[src/rtl/ahb_matrix_input_stage.sv]
// -----------------------------------------------------------------------------
// ahb_matrix_input_stage
//
// Master-side input stage of the single-slave bus matrix. It sits directly
// upstream of the output stage and does four things:
//   * captures every address phase the master issues (HSELS & HREADYS)
//   * holds a NONSEQ/SEQ address phase that the output stage could not take
//     in the same cycle, and replays it from the hold register once granted
//   * presents either the live or the held address/control to the output
//     stage, together with held_tran_op (a real transfer is on offer)
//   * drives HREADYOUTS/HRESPS back to the master. While a transfer is
//     pending it inserts wait states. During a data phase it forwards the
//     output stage's ready and response.
// HWDATA is not stored here. It passes straight through to the output stage.
//
// Ports
//   HCLK, HRESET         clock, synchronous active-high reset
//   HSELS .. HMASTLOCKS  master address phase (select, address, control)
//   HREADYS              HREADY as seen by the master (qualifies address phase)
//   HWDATAS              master write data (passed through as wdata_op)
//   HREADYOUTS, HRESPS   ready / response back to the master
//   sel_op .. mastlock_op  muxed select + address/control to the output stage
//   wdata_op             write data to the output stage
//   held_tran_op         a valid NONSEQ/SEQ transfer is presented
//   active_op            output stage grants this port this cycle
//   HREADYMUXM, HRESPM   transfer-done / response from the output stage
// -----------------------------------------------------------------------------
module ahb_matrix_input_stage #(
  parameter int ADDR_W = 32,
  parameter int DATA_W = 32
) (
  input  logic              HCLK,
  input  logic              HRESET,
  input  logic              HSELS,
  input  logic [ADDR_W-1:0] HADDRS,
  input  logic [1:0]        HTRANSS,
  input  logic              HWRITES,
  input  logic [2:0]        HSIZES,
  input  logic [2:0]        HBURSTS,
  input  logic [3:0]        HPROTS,
  input  logic [3:0]        HMASTERS,
  input  logic              HMASTLOCKS,
  input  logic              HREADYS,
  input  logic [DATA_W-1:0] HWDATAS,
  output logic              HREADYOUTS,
  output logic [1:0]        HRESPS,
  output logic              sel_op,
  output logic [ADDR_W-1:0] addr_op,
  output logic [1:0]        trans_op,
  output logic              write_op,
  output logic [2:0]        size_op,
  output logic [2:0]        burst_op,
  output logic [3:0]        prot_op,
  output logic [3:0]        master_op,
  output logic              mastlock_op,
  output logic [DATA_W-1:0] wdata_op,
  output logic              held_tran_op,
  input  logic              active_op,
  input  logic              HREADYMUXM,
  input  logic [1:0]        HRESPM
);

  localparam logic [1:0] RESP_OKAY = 2'b00;

  // One address phase worth of control. The lock flag lives in here so a
  // replayed transfer carries exactly the lock state it was issued with.
  typedef struct packed {
    logic [ADDR_W-1:0] addr;
    logic [1:0]        trans;
    logic              write;
    logic [2:0]        size;
    logic [2:0]        burst;
    logic [3:0]        prot;
    logic [3:0]        master;
    logic              mastlock;
  } addr_ctl_t;

  addr_ctl_t live_ctl;
  addr_ctl_t hold_q;
  addr_ctl_t mux_ctl;

  logic pend_tran_q;
  logic pend_tran_d;
  logic data_ph_q;
  logic data_ph_d;

  logic capture;
  logic new_tran;
  logic accepted;
  logic cancel;

  always_comb begin
    live_ctl.addr     = HADDRS;
    live_ctl.trans    = HTRANSS;
    live_ctl.write    = HWRITES;
    live_ctl.size     = HSIZES;
    live_ctl.burst    = HBURSTS;
    live_ctl.prot     = HPROTS;
    live_ctl.master   = HMASTERS;
    live_ctl.mastlock = HMASTLOCKS;
  end

  // HTRANSS[1] separates NONSEQ/SEQ from IDLE/BUSY. Only the former are real
  // transfers, so only they can become pending.
  assign capture      = HSELS & HREADYS;
  assign new_tran     = capture & HTRANSS[1];
  assign held_tran_op = pend_tran_q | new_tran;
  assign accepted     = active_op & HREADYMUXM & held_tran_op;
  // The master withdrew its request: a valid address phase that is not a
  // transfer replaces the one that was waiting.
  assign cancel       = capture & ~HTRANSS[1];

  always_comb begin
    pend_tran_d = pend_tran_q;
    if (accepted) begin
      pend_tran_d = 1'b0;
    end else if (new_tran) begin
      pend_tran_d = 1'b1;
    end else if (cancel) begin
      pend_tran_d = 1'b0;
    end
  end

  always_comb begin
    data_ph_d = data_ph_q;
    if (accepted) begin
      data_ph_d = 1'b1;
    end else if (data_ph_q && HREADYMUXM) begin
      data_ph_d = 1'b0;
    end
  end

  always_ff @(posedge HCLK) begin
    if (HRESET) begin
      hold_q      <= '0;
      pend_tran_q <= 1'b0;
      data_ph_q   <= 1'b0;
    end else begin
      if (capture) begin
        hold_q <= live_ctl;
      end
      pend_tran_q <= pend_tran_d;
      data_ph_q   <= data_ph_d;
    end
  end

  // A pending transfer comes from the hold register. Otherwise the live
  // inputs go through with no added latency.
  assign mux_ctl = pend_tran_q ? hold_q : live_ctl;

  assign sel_op      = pend_tran_q | HSELS;
  assign addr_op     = mux_ctl.addr;
  assign trans_op    = mux_ctl.trans;
  assign write_op    = mux_ctl.write;
  assign size_op     = mux_ctl.size;
  assign burst_op    = mux_ctl.burst;
  assign prot_op     = mux_ctl.prot;
  assign master_op   = mux_ctl.master;
  assign mastlock_op = mux_ctl.mastlock;
  assign wdata_op    = HWDATAS;

  // The data phase takes priority over a pending request. The current beat
  // has to complete (or finish its two-cycle ERROR) on the slave's terms
  // before the master is stalled for the request it is still holding.
  always_comb begin
    HREADYOUTS = 1'b1;
    HRESPS     = RESP_OKAY;
    if (data_ph_q) begin
      HREADYOUTS = HREADYMUXM;
      HRESPS     = HRESPM;
    end else if (pend_tran_q) begin
      HREADYOUTS = 1'b0;
      HRESPS     = RESP_OKAY;
    end
  end

endmodule

[config.mk]
export PLATFORM = sky130hd
export DESIGN_NAME = ahb_matrix_input_stage
export DESIGN_NICKNAME = d
export VERILOG_FILES = /design/src/rtl/ahb_matrix_input_stage.sv
export SDC_FILE = /design/constraint.sdc
export NUM_CORES = 1
export LEC_CHECK = 0
export ABC_CLOCK_PERIOD_IN_PS = 1900
export CAP_MARGIN = 30
export CORE_MARGIN = 8
export CORE_UTILIZATION = 32
export DETAILED_ROUTE_END_ITERATION = 8
export DONT_BUFFER_PORTS = 1
export SLEW_MARGIN = 20
export SYNTH_ARGS = -nofsm -noshare
export SYNTH_HDL_FRONTEND = slang
export SYNTH_SLANG_ARGS = --single-unit
[constraint.sdc]
create_clock -name HCLK -period 1.9 [get_ports HCLK]
set_clock_uncertainty 0.1 [all_clocks]
set_input_delay 0.475 -clock HCLK [delete_from_list [all_inputs] [get_ports HCLK]]
set_output_delay 0.475 -clock HCLK [all_outputs]
set_load 0.1 [all_outputs]
== Word-level counts from Yosys, hierarchy flattened ==
Index checks and enable logic that the tools add are counted.
Word-level totals
  input port bits: 90
  word-level logic and storage cells: 30
  bits in registers: 52
  output and inout port bits: 87
Operators by class
  bitwise gates (word level): 8
  muxes and demuxes: 8
  reductions and logical operators: 4
Operator list (number)
  50-bit 2-to-1 mux: 1
  1-bit 2-to-1 mux: 6
  1-bit AND: 5
  2-bit nonzero test: 2
  2-bit 2-to-1 mux: 1
  1-bit bitwise OR: 2
  2-bit OR reduction: 1
  1-bit logical AND: 1
  1-bit NOT: 1

== Longest topological paths before layout ==
Gate-level depths: netlist of the first run.
  word-level depth: 5
  mapped depth: 4
  mapped depth without buffers: 2

== Least setup slack after synthesis of the first run ==
OpenSTA, ideal clock, no wires.
  path kind: register -> output
  from: register pend_tran_q
  to: output HREADYOUTS
  path buffers: 2
  data arrival time: 2.717 ns
  slack: -1.392 ns
  cell stages (with the launch flop): 4
  data required time: 1.325 ns
  cell sequence: dfxtp_1 > buf_4 > buf_2 > o21ai_0
On the way
  longest elaborated chain between the ends: 2
Ends and longest elaborated chain
  start, declared: RTL line 82  | logic pend_tran_q;
  start signal, assigned: RTL line 142  | pend_tran_q <= pend_tran_d;
  1-bit 2-to-1 mux: RTL line 171  | end else if (pend_tran_q) begin
  1-bit 2-to-1 mux: RTL line 168  | if (data_ph_q) begin
  end, declared: RTL line 45  | output logic HREADYOUTS,
Every way passes these cells.

== Worst setup path after layout of the first run ==
  from: register pend_tran_q
  to: output addr_op[19]
On the way
  longest elaborated chain between the ends: 1
Ends and longest elaborated chain
  50-bit 2-to-1 mux: RTL line 149  | assign mux_ctl = pend_tran_q ? hold_q : live_ctl;
  end, declared: RTL line 48  | output logic [ADDR_W-1:0] addr_op,
Every way passes these cells.

==> implementation parameters, run 1 <==
Parameter                              Value

Worst setup path
  Largest stage delay on the critical path    0.38 ns
  Setup crit start    pend_tran_q$_SDFFE_PP0P_
  Critical Setup Path Class    register to primary output
  Cell type group with the largest total delay on the critical path    buffers and inverters
  Maximum fanout along the worst path    5
  Cell breakdown of the critical path    buf_4, clkbuf_16, mux2_4, buf_12
  Startpoint class of the critical path    register
  Buffering stage count on the worst path with inverters included    3
  Setup slack on the worst flop-to-flop path    ~0.55 ns
  Destination of the worst register-to-register timing path    pend_tran_q$_SDFFE_PP0P_
  Reg-to-Reg Start    pend_tran_q$_SDFFE_PP0P_
  End point of the critical path    addr_op[19]
  Path depth of the worst reg2reg path    5
  Cell count along the critical path    4
  Master of the slowest instance on the critical path    sky130_fd_sc_hd__dfxtp_4
  Arr. time, crit path    1.47 ns
  Required @ worst endpoint    1.32 ns
  Capturing element type of the critical path    primary output

Timing
  Setup repair after global routing missed its margin    true
  Count of endpoints failing hold in the final timing report    0
  Final Setup Violations    51
  Slew Viols, Final    0
  Fmax    0.488 GHz
  Final total negative setup slack    -6.50 ns
  Final Critical Period    around 2.0 ns
  Worst slew pin tran    between 0.2 and 0.3 ns
  Worst Slack Setup Final    -0.149 ns
  Share of the clock period used by the worst path    108%
  Max-Slew Margin vs Limit    81.4%

Clock network
  Latest clock arrival within the worst-skew pair    0.30 ns
  TritonCTS clock tree    done
  Clock-pin slew of the registers on the worst-case setup and hold paths    0.10 ns
  Buffer depth of the longest clock path    2
  Number of H-tree levels    2
  Cell chosen for the clock root    sky130_fd_sc_hd__clkbuf_8
  Number of buffers created by CTS    5
  Number of clock sinks    52

Synth
  Mux cell area share after synthesis    17.9%
  Post-synthesis cell type with the largest combined area    sky130_fd_sc_hd__dfxtp_1
  Adder-cell share of the synthesized area    0%
  Synth Area in XOR/XNOR    0%
  Sequential share of the synthesized area    33.0%
  Average size of a mapped cell    9.56 sq um
  Cell area after synthesis    3150 sq um
  Share of Yosys cell area claimed by the top area cell type    33.0%
  Net count of the mapped netlist    420
  Ranking of synthesized cells by area    sky130_fd_sc_hd__dfxtp_1 (33%), sky130_fd_sc_hd__mux2_2 (18%), sky130_fd_sc_hd__buf_4 (9.8%)
  Number of flip-flops and latches in the synthesized netlist    52
  Count of unique library cells instantiated by Yosys    20
  Synth Area in Simple Gates    9.68%
  Complex-gate fraction of the synthesized area    25.0%
  Yosys warnings    0
  Dominant combinational cell family by area after synthesis    compound AO/OA/AOI/OAI gates
  Cell count after synthesis    330

Layout
  Final cell count without fillers    469
  Final design instance area without fill    roughly 4300 sq um
  Share of post-route cells with drive strength above 1    46.1%
  Final antenna diode count    0
  Final Net Count    about 430
  Filler instances    907
  Layout-stage area growth over the synthesis result    36.1%

Global route
  Via count of the first global-routing pass    2,369
  GRT overflow    0
  First-pass GRT wire length    12.9 mm
  Initial antenna violation count    0
  Total routing usage reported by global routing    between 10% and 20%
  Pin count of the biggest net entering global routing    103

Route
  Iteration count of the initial detailed-routing pass    4
  Drt via density    5.05
  DR iter-0 viols    140
  Final routed wire length divided by cell count    between 15 and 20 um
  Total number of vias    roughly 2,400
  Count of antenna-violating nets left after detailed routing    0
  DRC violations left    0
  Total wire length    about 8.4 mm

Die
  Number of top-level pins    ~180
  Vertical die dimension    115 um
  Area enclosed by the die boundary    13,300 sq um
  Core Rows    36
  Core Box Area    9680 sq um
  Initial Util    around a third
  DIE WIDTH    about 120 um

Placed design
  HPWL after detailed placement    between 5 and 6 mm
  Port Buf Inserts    0
  Placed Cells    454
  Post-DP Area    roughly 4000 sq um
  Last weighted congestion value of the routability-driven placer    0.659

Worst hold path
  Worst hold path class    input pin to register

Power and ir drop
  Power density of the placed cells    726 nW/um^2
  Maximum vdd drop    442 uV
  Leak    0.00165 uW

Status
  Status    complete, but fails checks
  Violations in the final reports    setup timing

Run
  Reported max-cap violation count    0
==> Yosys cell counts <==
master / count
sky130_fd_sc_hd__or2_2: 1
sky130_fd_sc_hd__or3b_2: 1
sky130_fd_sc_hd__mux2_2: 50
sky130_fd_sc_hd__buf_6: 5
sky130_fd_sc_hd__o311ai_1: 1
sky130_fd_sc_hd__nand3_1: 49
sky130_fd_sc_hd__o21ai_0: 1
sky130_fd_sc_hd__and2_1: 2
sky130_fd_sc_hd__nand3_2: 1
sky130_fd_sc_hd__a21bo_1: 24
sky130_fd_sc_hd__a21bo_2: 27
sky130_fd_sc_hd__a221oi_2: 1
sky130_fd_sc_hd__clkbuf_1: 7
sky130_fd_sc_hd__nand4b_1: 1
sky130_fd_sc_hd__nand2_1: 2
sky130_fd_sc_hd__dfxtp_1: 52
sky130_fd_sc_hd__a21oi_1: 50
sky130_fd_sc_hd__nand2b_1: 1
sky130_fd_sc_hd__buf_4: 41
sky130_fd_sc_hd__buf_2: 13
==> final cells by class <==
cell class | instances | area (sq um) | area share (%)
Clock buffer | 6 | 72.6 | 1.69
Clock inverter | 2 | 35.0 | 0.816
Multi-Input combinational cell | 212 | 1740 | 40.5
Sequential cell | 52 | 1040 | 24.3
Tap cell | 133 | 166 | 3.88
Timing Repair Buffer | 64 | 1230 | 28.8
==> worst min path at each step <==
stage | from | endpoint | slack [ns] | cells after the start
6_report | HREADYMUXM | pend_tran_q$_SDFFE_PP0P_ | 0.13 | 1
5_1_grt | HRESET | pend_tran_q$_SDFFE_PP0P_ | 0.1 | 1
4_1_cts | HRESET | pend_tran_q$_SDFFE_PP0P_ | 0.10 | 1
3_5_place_dp | HRESET | pend_tran_q$_SDFFE_PP0P_ | 0.45 | 1
3_3_place_gp | hold_q[18]$_SDFFE_PP0N_ | hold_q[18]$_SDFFE_PP0N_ | 0.45 | 2
2_1_floorplan | hold_q[10]$_SDFFE_PP0N_ | hold_q[10]$_SDFFE_PP0N_ | 0.44 | 2
==> through the flow <==
step / power (uW) / hold slack (ns) / utilization, % / setup WS [ns]
6_report: 3110 / 0.126 / 44.3 / -0.149
5_1_grt: 3240 / 0.0964 / 44.3 / -0.208
3_3_place_gp: 2330 / 0.448 / 41.1 / 0.186
2_1_floorplan: 2360 / 0.444 / - / -0.0978
4_1_cts: 3150 / 0.105 / 43.2 / -0.175
3_5_place_dp: 2340 / 0.447 / 41.1 / 0.164
==> power breakdown <==
group / leakage, uW / switching [uW] / internal (uW)
clock: 0.0000552 / 372 / 392
sequential: 0.000426 / 23.6 / 1140
combinational: 0.00117 / 723 / 466
total: 0.00165 / 1120 / 2000
==> metal layers <==
| layer | share of wire [%] | up-vias | track usage [%] |
|---|---|---|---|
| li1 | - | 1154 | - |
| met1 | 41 | 1135 | 13.2 |
| met2 | 50 | 75 | 20.1 |
| met3 | 9.0 | 6 | 5.20 |
| met4 | 0.52 | 0 | 2.80 |
| met5 | 0 | - | 0 |
==> placed cells by master, fill, tap and decap left out, drive strengths merged <==
cell and n:
nand2 2, bufinv 1, a21oi 50, a221oi 1, clkinv 1, o21ai 1, or2 1, and2 2
a21bo 51, nand2b 1, or3b 1, mux2 50, o311ai 1, buf 62, clkbuf 8, nand3 50
dfxtp 52, nand4b 1
==> worst reg2reg max path: cells and delay by family (launching register included) <==
family	cells	cell delay, ns
AO/OA/AOI/OAI	2	0.42
flip-flops	1	0.40
buffers and inverters	3	0.35
==> registers in the layout (all words and copies together), names as in the netlist <==
name	cells
data_ph_q	1
pend_tran_q	1
hold_q	50
==> logic make-up (layout without fill, tap and decap cells) <==
logic type / after synthesis / after routing
AO/OA/AOI/OAI: 104 / 104
buffers and inverters: 66 / 72
flip-flops: 52 / 52
multiplexers: 50 / 50
AND/OR/NAND/NOR: 58 / 58
==> timing repair <==
| item | in CTS | in global routing |
|---|---|---|
| endpoints found under the setup margin | 51 | 51 |
| hold buffers | 0 | 0 |
| pin swaps | 0 | 1 |
| resized for setup | 21 | 3 |
| buffers inserted | 0 | 3 |
| cloned | 1 | 3 |
Note: power is estimated with default switching activity, not from simulation.
==> run 2, diff against run 1 <==
--- a/config.mk
+++ b/config.mk
@@ -10,7 +10,7 @@
 export CORE_MARGIN = 8
 export CORE_UTILIZATION = 32
 export DETAILED_ROUTE_END_ITERATION = 8
-export DONT_BUFFER_PORTS = 1
+export PLACE_DENSITY = 0.69
 export SLEW_MARGIN = 20
 export SYNTH_ARGS = -nofsm -noshare
 export SYNTH_HDL_FRONTEND = slang
==> implementation parameters, run 2 (synthesis gave the netlist of run 1 again) <==
Parameter                              Value

Route
  DRC violations left    0 (unchanged)
  Drt via density    4.90 (was 5.05)
  Count of antenna-violating nets left after detailed routing    0 (unchanged)
  Total wire length    8.43 mm (about the same)
  Total number of vias    2,581 (was 2,370)
  DR iter-0 viols    89 (was 140)
  Iteration count of the initial detailed-routing pass    4 (unchanged)
  Final routed wire length divided by cell count    16.0 um (was 18.0 um)

Worst setup path
  Cell breakdown of the critical path    buf_12, mux2_2, buf_12 (was buf_4, clkbuf_16, mux2_4, buf_12)
  Cell type group with the largest total delay on the critical path    multiplexers (was buffers and inverters)
  Largest stage delay on the critical path    0.39 ns (was 0.38 ns)
  Master of the slowest instance on the critical path    sky130_fd_sc_hd__mux2_2 (was sky130_fd_sc_hd__dfxtp_4)
  Required @ worst endpoint    1.32 ns (about the same)
  Buffering stage count on the worst path with inverters included    2 (was 3)
  Maximum fanout along the worst path    30 (was 5)
  Top cell by count, worst path    sky130_fd_sc_hd__buf_12
  Critical Setup Path Class    register to primary output (unchanged)
  Capturing element type of the critical path    primary output (unchanged)
  Arr. time, crit path    1.48 ns (was 1.47 ns)
  Startpoint class of the critical path    register (unchanged)

Placed design
  HPWL after detailed placement    6.00 mm (was 5.31 mm)
  Port Buf Inserts    112 (was 0)
  Last weighted congestion value of the routability-driven placer    0.675 (was 0.659)
  Placed Cells    519 (was 454)

Status
  Violations in the final reports    setup timing (unchanged)
  Status    complete, but fails checks (unchanged)

Layout
  Final Net Count    483 (was 425)
  Final antenna diode count    0 (unchanged)
  Register with the most flip-flops    hold_q (unchanged)
  Max FFs per register    50 (unchanged)
  Highest-count cells in the layout ignoring fill and taps    sky130_fd_sc_hd__buf_12 (58), sky130_fd_sc_hd__clkdlybuf4s50_1 (53), sky130_fd_sc_hd__dfxtp_1 (51), sky130_fd_sc_hd__a21oi_1 (50), sky130_fd_sc_hd__nand3_1 (49) (was sky130_fd_sc_hd__buf_12 (55), sky130_fd_sc_hd__dfxtp_1 (51), sky130_fd_sc_hd__a21oi_1 (50), sky130_fd_sc_hd__nand3_1 (49), sky130_fd_sc_hd__mux2_2 (32))
  Share of post-route cells with drive strength above 1    40.6% (was 46.1%)
  Largest registers    hold_q (50), data_ph_q (1), pend_tran_q (1) (unchanged)
  Most common library cell in the layout ignoring fill and taps    sky130_fd_sc_hd__buf_12 (unchanged)
  Layout-stage area growth over the synthesis result    53.7% (was 36.1%)
  Final cell count without fillers    527 (was 469)

Run
  Reported max-cap violation count    0 (unchanged)

Die
  Number of top-level pins    177 (unchanged)
  Initial Util    32.6% (unchanged)
  Area enclosed by the die boundary    13,300 sq um (unchanged)
  Vertical die dimension    115 um (unchanged)
  DIE WIDTH    115 um (unchanged)
  Core Box Area    9680 sq um (unchanged)
  Core Rows    36 (unchanged)

Timing
  Final Critical Period    2.05 ns (about the same)
  Worst slew pin tran    0.529 ns (was 0.281 ns)
  Worst Slack Setup Final    -0.150 ns (was -0.149 ns)
  Final Setup Violations    52 (was 51)
  Final total negative setup slack    -5.66 ns (was -6.50 ns)
  Slew Viols, Final    0 (unchanged)
  Max-Slew Margin vs Limit    64.7% (was 81.4%)
  Share of the clock period used by the worst path    108% (about the same)
  Fmax    0.488 GHz (about the same)
  Count of endpoints failing hold in the final timing report    0 (unchanged)
  Setup repair after global routing missed its margin    true (unchanged)

Clock network
  Cell chosen for the clock root    sky130_fd_sc_hd__clkbuf_8 (unchanged)
  Number of clock sinks    52 (unchanged)
  # hold bufs at CTS    0 (unchanged)
  Buffer count from post-CTS setup fixing    0 (unchanged)
  Buffer depth of the longest clock path    2 (unchanged)
  TritonCTS clock tree    done (unchanged)
  Clock-pin slew of the registers on the worst-case setup and hold paths    0.09 ns (was 0.10 ns)
  Number of buffers created by CTS    5 (unchanged)
  Latest clock arrival within the worst-skew pair    0.30 ns (about the same)
  Number of H-tree levels    2 (unchanged)

Worst hold path
  Worst hold path class    input pin to register (unchanged)

Global route
  Initial antenna violation count    1 (was 0)
  Via count of the first global-routing pass    2,612 (was 2,369)
  First-pass GRT wire length    13.5 mm (was 12.9 mm)
  Total routing usage reported by global routing    12.4% (was 11.8%)
  Pin count of the biggest net entering global routing    53 (was 103)
  GRT overflow    0 (unchanged)

Power and ir drop
  Power density of the placed cells    700 nW/um^2 (was 726 nW/um^2)
  Leak    0.00188 uW (was 0.00165 uW)
  Maximum vdd drop    387 uV (was 442 uV)
==> run 2: cell count changes in the layout (fill, tap and decap cells not counted), sizes merged <==
cell | before | now
buf | 62 | 68
clkbuf | 8 | 7
clkdlybuf4s50 | 0 | 53
clkinv | 1 | 0
dlygate4sd2 | 0 | 1
==> run 2: per-stage QoR <==
stage	worst slack [ns]	power, uW	hold WS [ns]	area [sq um]	utilization, %
4_1_cts	-0.159	3440	0.359	4830	49.8
6_report	-0.150	3400	0.377	4850	50.1
2_1_floorplan	-0.0978	2360	0.444	3160	-
3_3_place_gp	-0.0510	2560	0.455	4650	48.0
3_5_place_dp	-0.0630	2570	0.458	4650	48.0
5_1_grt	-0.198	3540	0.361	4850	50.1
==> run 2: worst reg2reg max path, stage by stage, from the launching register on <==
cell and delay [ns]:
sky130_fd_sc_hd__dfxtp_4 0.38, sky130_fd_sc_hd__buf_12 0.20, sky130_fd_sc_hd__a21bo_2 0.26, sky130_fd_sc_hd__a221oi_2 0.22
==> run 2: final cells by class <==
class / instances / area [sq um]
fillers: 912 / 4830
repair buffers: 122 / 1770
multi-input cells: 212 / 1740
flip-flops and latches: 52 / 1040
well taps: 133 / 166
clock buffers: 7 / 96.3
clock inverters: 1 / 30.0
==> run 2: what timing repair did <==
action / 4_1_cts / 5_1_grt
cloned: 0 / 0
gates resized for setup: 16 / 6
endpoints found under the setup margin: 53 / 52
==> run 2: worst paths after layout <==
check	to	from	slack [ns]	cells after the start
worst max register to register	pend_tran_q$_SDFFE_PP0P_	pend_tran_q$_SDFFE_PP0P_	0.65	3
worst min register to register	hold_q[48]$_SDFFE_PP0N_	hold_q[48]$_SDFFE_PP0N_	0.48	2
worst min-delay path	data_ph_q$_SDFFE_PP0P_	HRESET	0.38	2
worst max-delay path	addr_op[13]	pend_tran_q$_SDFFE_PP0P_	-0.15	3
==> run 2: routing by layer <==
layer	vias up	share of wire [%]	global-route usage, %
met4	2	0.55	3.06
li1	1272	-	-
met1	1212	43	14.7
met2	85	48	20.4
met5	-	0.095	0
met3	10	8.0	4.88
==> run 2: power by group <==
part / total, uW / leakage (uW) / switching (uW) / internal [uW]
Sequential: 1160 / 0.000426 / 22.2 / 1140
Clock: 837 / 0.0000645 / 371 / 465
Combinational: 1400 / 0.00139 / 835 / 564
Total: 3400 / 0.00188 / 1230 / 2170
==> run 3, diff against run 2 <==
--- a/config.mk
+++ b/config.mk
@@ -5,12 +5,14 @@
 export SDC_FILE = /design/constraint.sdc
 export NUM_CORES = 1
 export LEC_CHECK = 0
+export ABC_AREA = 1
 export ABC_CLOCK_PERIOD_IN_PS = 1900
 export CAP_MARGIN = 30
 export CORE_MARGIN = 8
 export CORE_UTILIZATION = 32
 export DETAILED_ROUTE_END_ITERATION = 8
-export PLACE_DENSITY = 0.69
+export PLACE_DENSITY = 0.72
+export SKIP_LAST_GASP = 1
 export SLEW_MARGIN = 20
 export SYNTH_ARGS = -nofsm -noshare
 export SYNTH_HDL_FRONTEND = slang
==> implementation parameters, run 3 <==
Parameter                              Value

Route
  Drt via density    4.62 (was 4.90)
  Total wire length    9.41 mm (was 8.43 mm)
  Count of antenna-violating nets left after detailed routing    0 (unchanged)
  DR iter-0 viols    100 (was 89)
  Final routed wire length divided by cell count    15.3 um (was 16.0 um)
  Iteration count of the initial detailed-routing pass    4 (unchanged)
  DRC violations left    0 (unchanged)
  Total number of vias    2,835 (was 2,581)

Synth
  Async set-or-reset flop fraction in the synthesized netlist    0% (unchanged)
  Ranking of synthesized cells by area    sky130_fd_sc_hd__dfxtp_1 (38%), sky130_fd_sc_hd__nand2_1 (21%), sky130_fd_sc_hd__nor2_1 (14%) (was sky130_fd_sc_hd__dfxtp_1 (33%), sky130_fd_sc_hd__mux2_2 (18%), sky130_fd_sc_hd__buf_4 (9.8%))
  Post-synth EDFFs    0 (unchanged)
  Count of unique library cells instantiated by Yosys    20 (unchanged)
  Number of flip-flops and latches in the synthesized netlist    52 (unchanged)
  Most common cell in the netlist    sky130_fd_sc_hd__nand2_1 (was sky130_fd_sc_hd__dfxtp_1)
  Commonest register cell after synthesis    sky130_fd_sc_hd__dfxtp_1 (unchanged)
  Ranking of synthesized cells by instance count    sky130_fd_sc_hd__nand2_1 (155), sky130_fd_sc_hd__nor2_1 (98), sky130_fd_sc_hd__dfxtp_1 (52), sky130_fd_sc_hd__o21ai_0 (41), sky130_fd_sc_hd__buf_4 (32) (was sky130_fd_sc_hd__dfxtp_1 (52), sky130_fd_sc_hd__a21oi_1 (50), sky130_fd_sc_hd__mux2_2 (50), sky130_fd_sc_hd__nand3_1 (49), sky130_fd_sc_hd__buf_4 (41))
  Yosys warnings    0 (unchanged)
  Share of Yosys cell area claimed by the top area cell type    38.2% (was 33.0%)
  Cell area after synthesis    2720 sq um (was 3150 sq um)
  Average size of a mapped cell    6.35 sq um (was 9.56 sq um)
  Cell count after synthesis    429 (was 330)
  Sequential share of the synthesized area    38.2% (was 33.0%)
  Net count of the mapped netlist    519 (was 420)
  Post-synthesis cell type with the largest combined area    sky130_fd_sc_hd__dfxtp_1 (unchanged)

Timing
  Count of endpoints failing hold in the final timing report    0 (unchanged)
  Max-Slew Margin vs Limit    85.1% (was 64.7%)
  Final Critical Period    1.92 ns (was 2.05 ns)
  Share of the clock period used by the worst path    101% (was 108%)
  Worst hold margin    0.373 ns (was 0.377 ns)
  Worst slew pin tran    0.223 ns (was 0.529 ns)
  Worst Slack Setup Final    -0.0237 ns (was -0.150 ns)
  Fmax    0.520 GHz (was 0.488 GHz)
  Setup repair after global routing missed its margin    true (unchanged)
  Final Setup Violations    1 (was 52)
  Slew Viols, Final    0 (unchanged)

Worst setup path
  Capturing element type of the critical path    primary output (unchanged)
  Critical Setup Path Class    input pin to primary output (was register to primary output)
  Largest stage delay on the critical path    0.47 ns (was 0.39 ns)
  Cell type group with the largest total delay on the critical path    buffers and inverters (was multiplexers)
  Startpoint class of the critical path    input pin (was register)
  Required @ worst endpoint    1.32 ns (about the same)
  Buffering stage count on the worst path with inverters included    3 (was 2)
  Maximum fanout along the worst path    2 (was 30)
  Arr. time, crit path    1.35 ns (was 1.48 ns)
  Master of the slowest instance on the critical path    sky130_fd_sc_hd__clkdlybuf4s50_1 (was sky130_fd_sc_hd__mux2_2)
  Cell breakdown of the critical path    clkdlybuf4s50_1, inv_2, o21ai_2, buf_12 (was buf_12, mux2_2, buf_12)

Global route
  Via count of the first global-routing pass    2,823 (was 2,612)
  First-pass GRT wire length    14.2 mm (was 13.5 mm)
  Initial antenna violation count    0 (was 1)
  Total routing usage reported by global routing    14.8% (was 12.4%)
  GRT overflow    0 (unchanged)
  Pin count of the biggest net entering global routing    53 (unchanged)

Layout
  Final antenna diode count    0 (unchanged)
  Final design instance area without fill    4660 sq um (was 4850 sq um)
  Highest-count cells in the layout ignoring fill and taps    sky130_fd_sc_hd__nand2_1 (105), sky130_fd_sc_hd__nor2_1 (98), sky130_fd_sc_hd__buf_12 (62), sky130_fd_sc_hd__clkdlybuf4s50_1 (53) (was sky130_fd_sc_hd__buf_12 (58), sky130_fd_sc_hd__clkdlybuf4s50_1 (53), sky130_fd_sc_hd__dfxtp_1 (51), sky130_fd_sc_hd__a21oi_1 (50), sky130_fd_sc_hd__nand3_1 (49))
  Share of post-route cells with drive strength above 1    27.6% (was 40.6%)
  Register with the most flip-flops    hold_q (unchanged)
  Final Net Count    597 (was 483)
  Largest registers    hold_q (50), data_ph_q (1), pend_tran_q (1) (unchanged)
  Sequential standard cell area    1040 sq um (unchanged)
  Post-route core utilization    56.8% (was 50.1%)
  Area of the multi-input gates    1400 sq um (was 1740 sq um)
  Filler instances    729 (was 912)
  Max FFs per register    50 (unchanged)
  Most common library cell in the layout ignoring fill and taps    sky130_fd_sc_hd__nand2_1 (was sky130_fd_sc_hd__buf_12)
  Layout-stage area growth over the synthesis result    71.3% (was 53.7%)

Clock network
  Number of buffers created by CTS    5 (unchanged)
  TritonCTS clock tree    done (unchanged)
  Latest clock arrival within the worst-skew pair    0.29 ns (was 0.30 ns)
  Buffer depth of the longest clock path    2 (unchanged)
  Cell chosen for the clock root    sky130_fd_sc_hd__clkbuf_8 (unchanged)
  Clock-pin slew of the registers on the worst-case setup and hold paths    0.09 ns (about the same)
  Number of H-tree levels    2 (unchanged)
  Number of clock sinks    52 (unchanged)

Die
  Area enclosed by the die boundary    11,700 sq um (was 13,300 sq um)
  Core Box Area    8220 sq um (was 9680 sq um)
  Core Rows    33 (was 36)
  Number of top-level pins    177 (unchanged)
  Vertical die dimension    108 um (was 115 um)
  Initial Util    33.1% (was 32.6%)
  DIE WIDTH    108 um (was 115 um)

Status
  Violations in the final reports    setup timing (unchanged)
  Status    complete, but fails checks (unchanged)

Power and ir drop
  Sequential share of power    36.3% (was 34.2%)
  Share of total power in the clock network    19.4% (was 24.6%)
  Maximum vdd drop    301 uV (was 387 uV)
  Leak    0.00208 uW (was 0.00188 uW)
  Internal power    2010 uW (was 2170 uW)
  Relative contribution of combinational cells to total power    44.3% (was 41.2%)
  Total net switching power    1290 uW (was 1230 uW)
  Power density of the placed cells    707 nW/um^2 (was 700 nW/um^2)
  Sw frac    39.1% (was 36.2%)

Placed design
  Last weighted congestion value of the routability-driven placer    0.717 (was 0.675)
  Port Buf Inserts    112 (unchanged)
  HPWL after detailed placement    6.06 mm (was 6.00 mm)
  Post-DP Area    4420 sq um (was 4650 sq um)

Worst hold path
  Worst hold path class    register to register (was input pin to register)

Run
  Reported max-cap violation count    0 (unchanged)
## run 3: cell types whose count changed after synthesis, moves of 8 or more
| cell | previous run | this run |
|---|---|---|
| sky130_fd_sc_hd__o21ai_1 | 0 | 8 |
| sky130_fd_sc_hd__buf_4 | 41 | 32 |
| sky130_fd_sc_hd__a21bo_1 | 24 | 0 |
| sky130_fd_sc_hd__nor2_1 | 0 | 98 |
| sky130_fd_sc_hd__nand2_1 | 2 | 155 |
| sky130_fd_sc_hd__a21oi_1 | 50 | 2 |
| sky130_fd_sc_hd__a21bo_2 | 27 | 0 |
| sky130_fd_sc_hd__nand3_1 | 49 | 2 |
| sky130_fd_sc_hd__o21ai_0 | 1 | 41 |
| sky130_fd_sc_hd__mux2_2 | 50 | 0 |
## run 3: area by class of cell
type,count,area share [%]
Inverter,8,0.858
Clock buffer,8,1.93
Sequential cell,52,22.4
Multi-Input combinational cell,311,29.9
Tap cell,105,2.82
Timing Repair Buffer,129,42.1
## run 3: power by group through the flow
| stage | registers (uW) | logic (uW) | clock network (uW) |
|---|---|---|---|
| after global placement | 1220 | 1420 | 0 |
| final | 1200 | 1460 | 641 |
| after CTS | 1200 | 1450 | 670 |
| after global routing | 1210 | 1530 | 712 |
| after floorplan | 1210 | 1170 | 0 |
| after detailed placement | 1220 | 1440 | 0 |
## run 3: worst register-to-register path, stage by stage (launching register included)
cell and delay [ns]:
sky130_fd_sc_hd__dfxtp_4 0.40, sky130_fd_sc_hd__inv_8 0.10, sky130_fd_sc_hd__buf_6 0.15, sky130_fd_sc_hd__nand2_2 0.09, sky130_fd_sc_hd__buf_4 0.13, sky130_fd_sc_hd__buf_4 0.13
sky130_fd_sc_hd__nand3_1 0.06, sky130_fd_sc_hd__nor2_1 0.05
## run 3: final timing paths
path                                                 end  slack (ns)                      from  cells after the start
worst min-delay path             hold_q[17]$_SDFFE_PP0N_        0.37   hold_q[17]$_SDFFE_PP0N_                      2
worst max register to register  pend_tran_q$_SDFFE_PP0P_        0.60  pend_tran_q$_SDFFE_PP0P_                      7
worst max-delay path                         addr_op[29]       -0.02                HADDRS[29]                      4
worst min register to register   hold_q[17]$_SDFFE_PP0N_        0.37   hold_q[17]$_SDFFE_PP0N_                      2
## run 3: repair_timing
action / CTS / global route
hold buffers: 0 / 0
gates resized for setup: 7 / 7
cloned: 1 / 5
endpoints found under the setup margin: 39 / 52
buffers inserted: 1 / 0
## run 3: per-stage QoR
step	setup WS (ns)	instances	total power [uW]	setup TNS, ns
after floorplan	-0.00722	429	2380	-0.00722
after global placement	-0.0755	598	2640	-0.208
after detailed placement	-0.104	598	2660	-0.311
after CTS	-0.0447	608	3310	-0.254
after global routing	-0.0621	613	3450	-1.58
final	-0.0237	613	3300	-0.0237
## run 3: per-layer routing
layer | global-route usage (%) | vias up | part of all wire (%)
li1 | - | 1450 | -
met1 | 17.0 | 1288 | 42
met2 | 26.0 | 91 | 50
met3 | 4.94 | 6 | 7.9
met4 | 3.27 | 0 | 0.37
met5 | 0 | - | 0
## run 3: cell families after synthesis
group           count (synthesis)  share of synthesized area (%)
compound gates                 54                           10.3
simple gates                  257                           35.7
buf+inv                        66                           15.8
flops                          52                           38.2
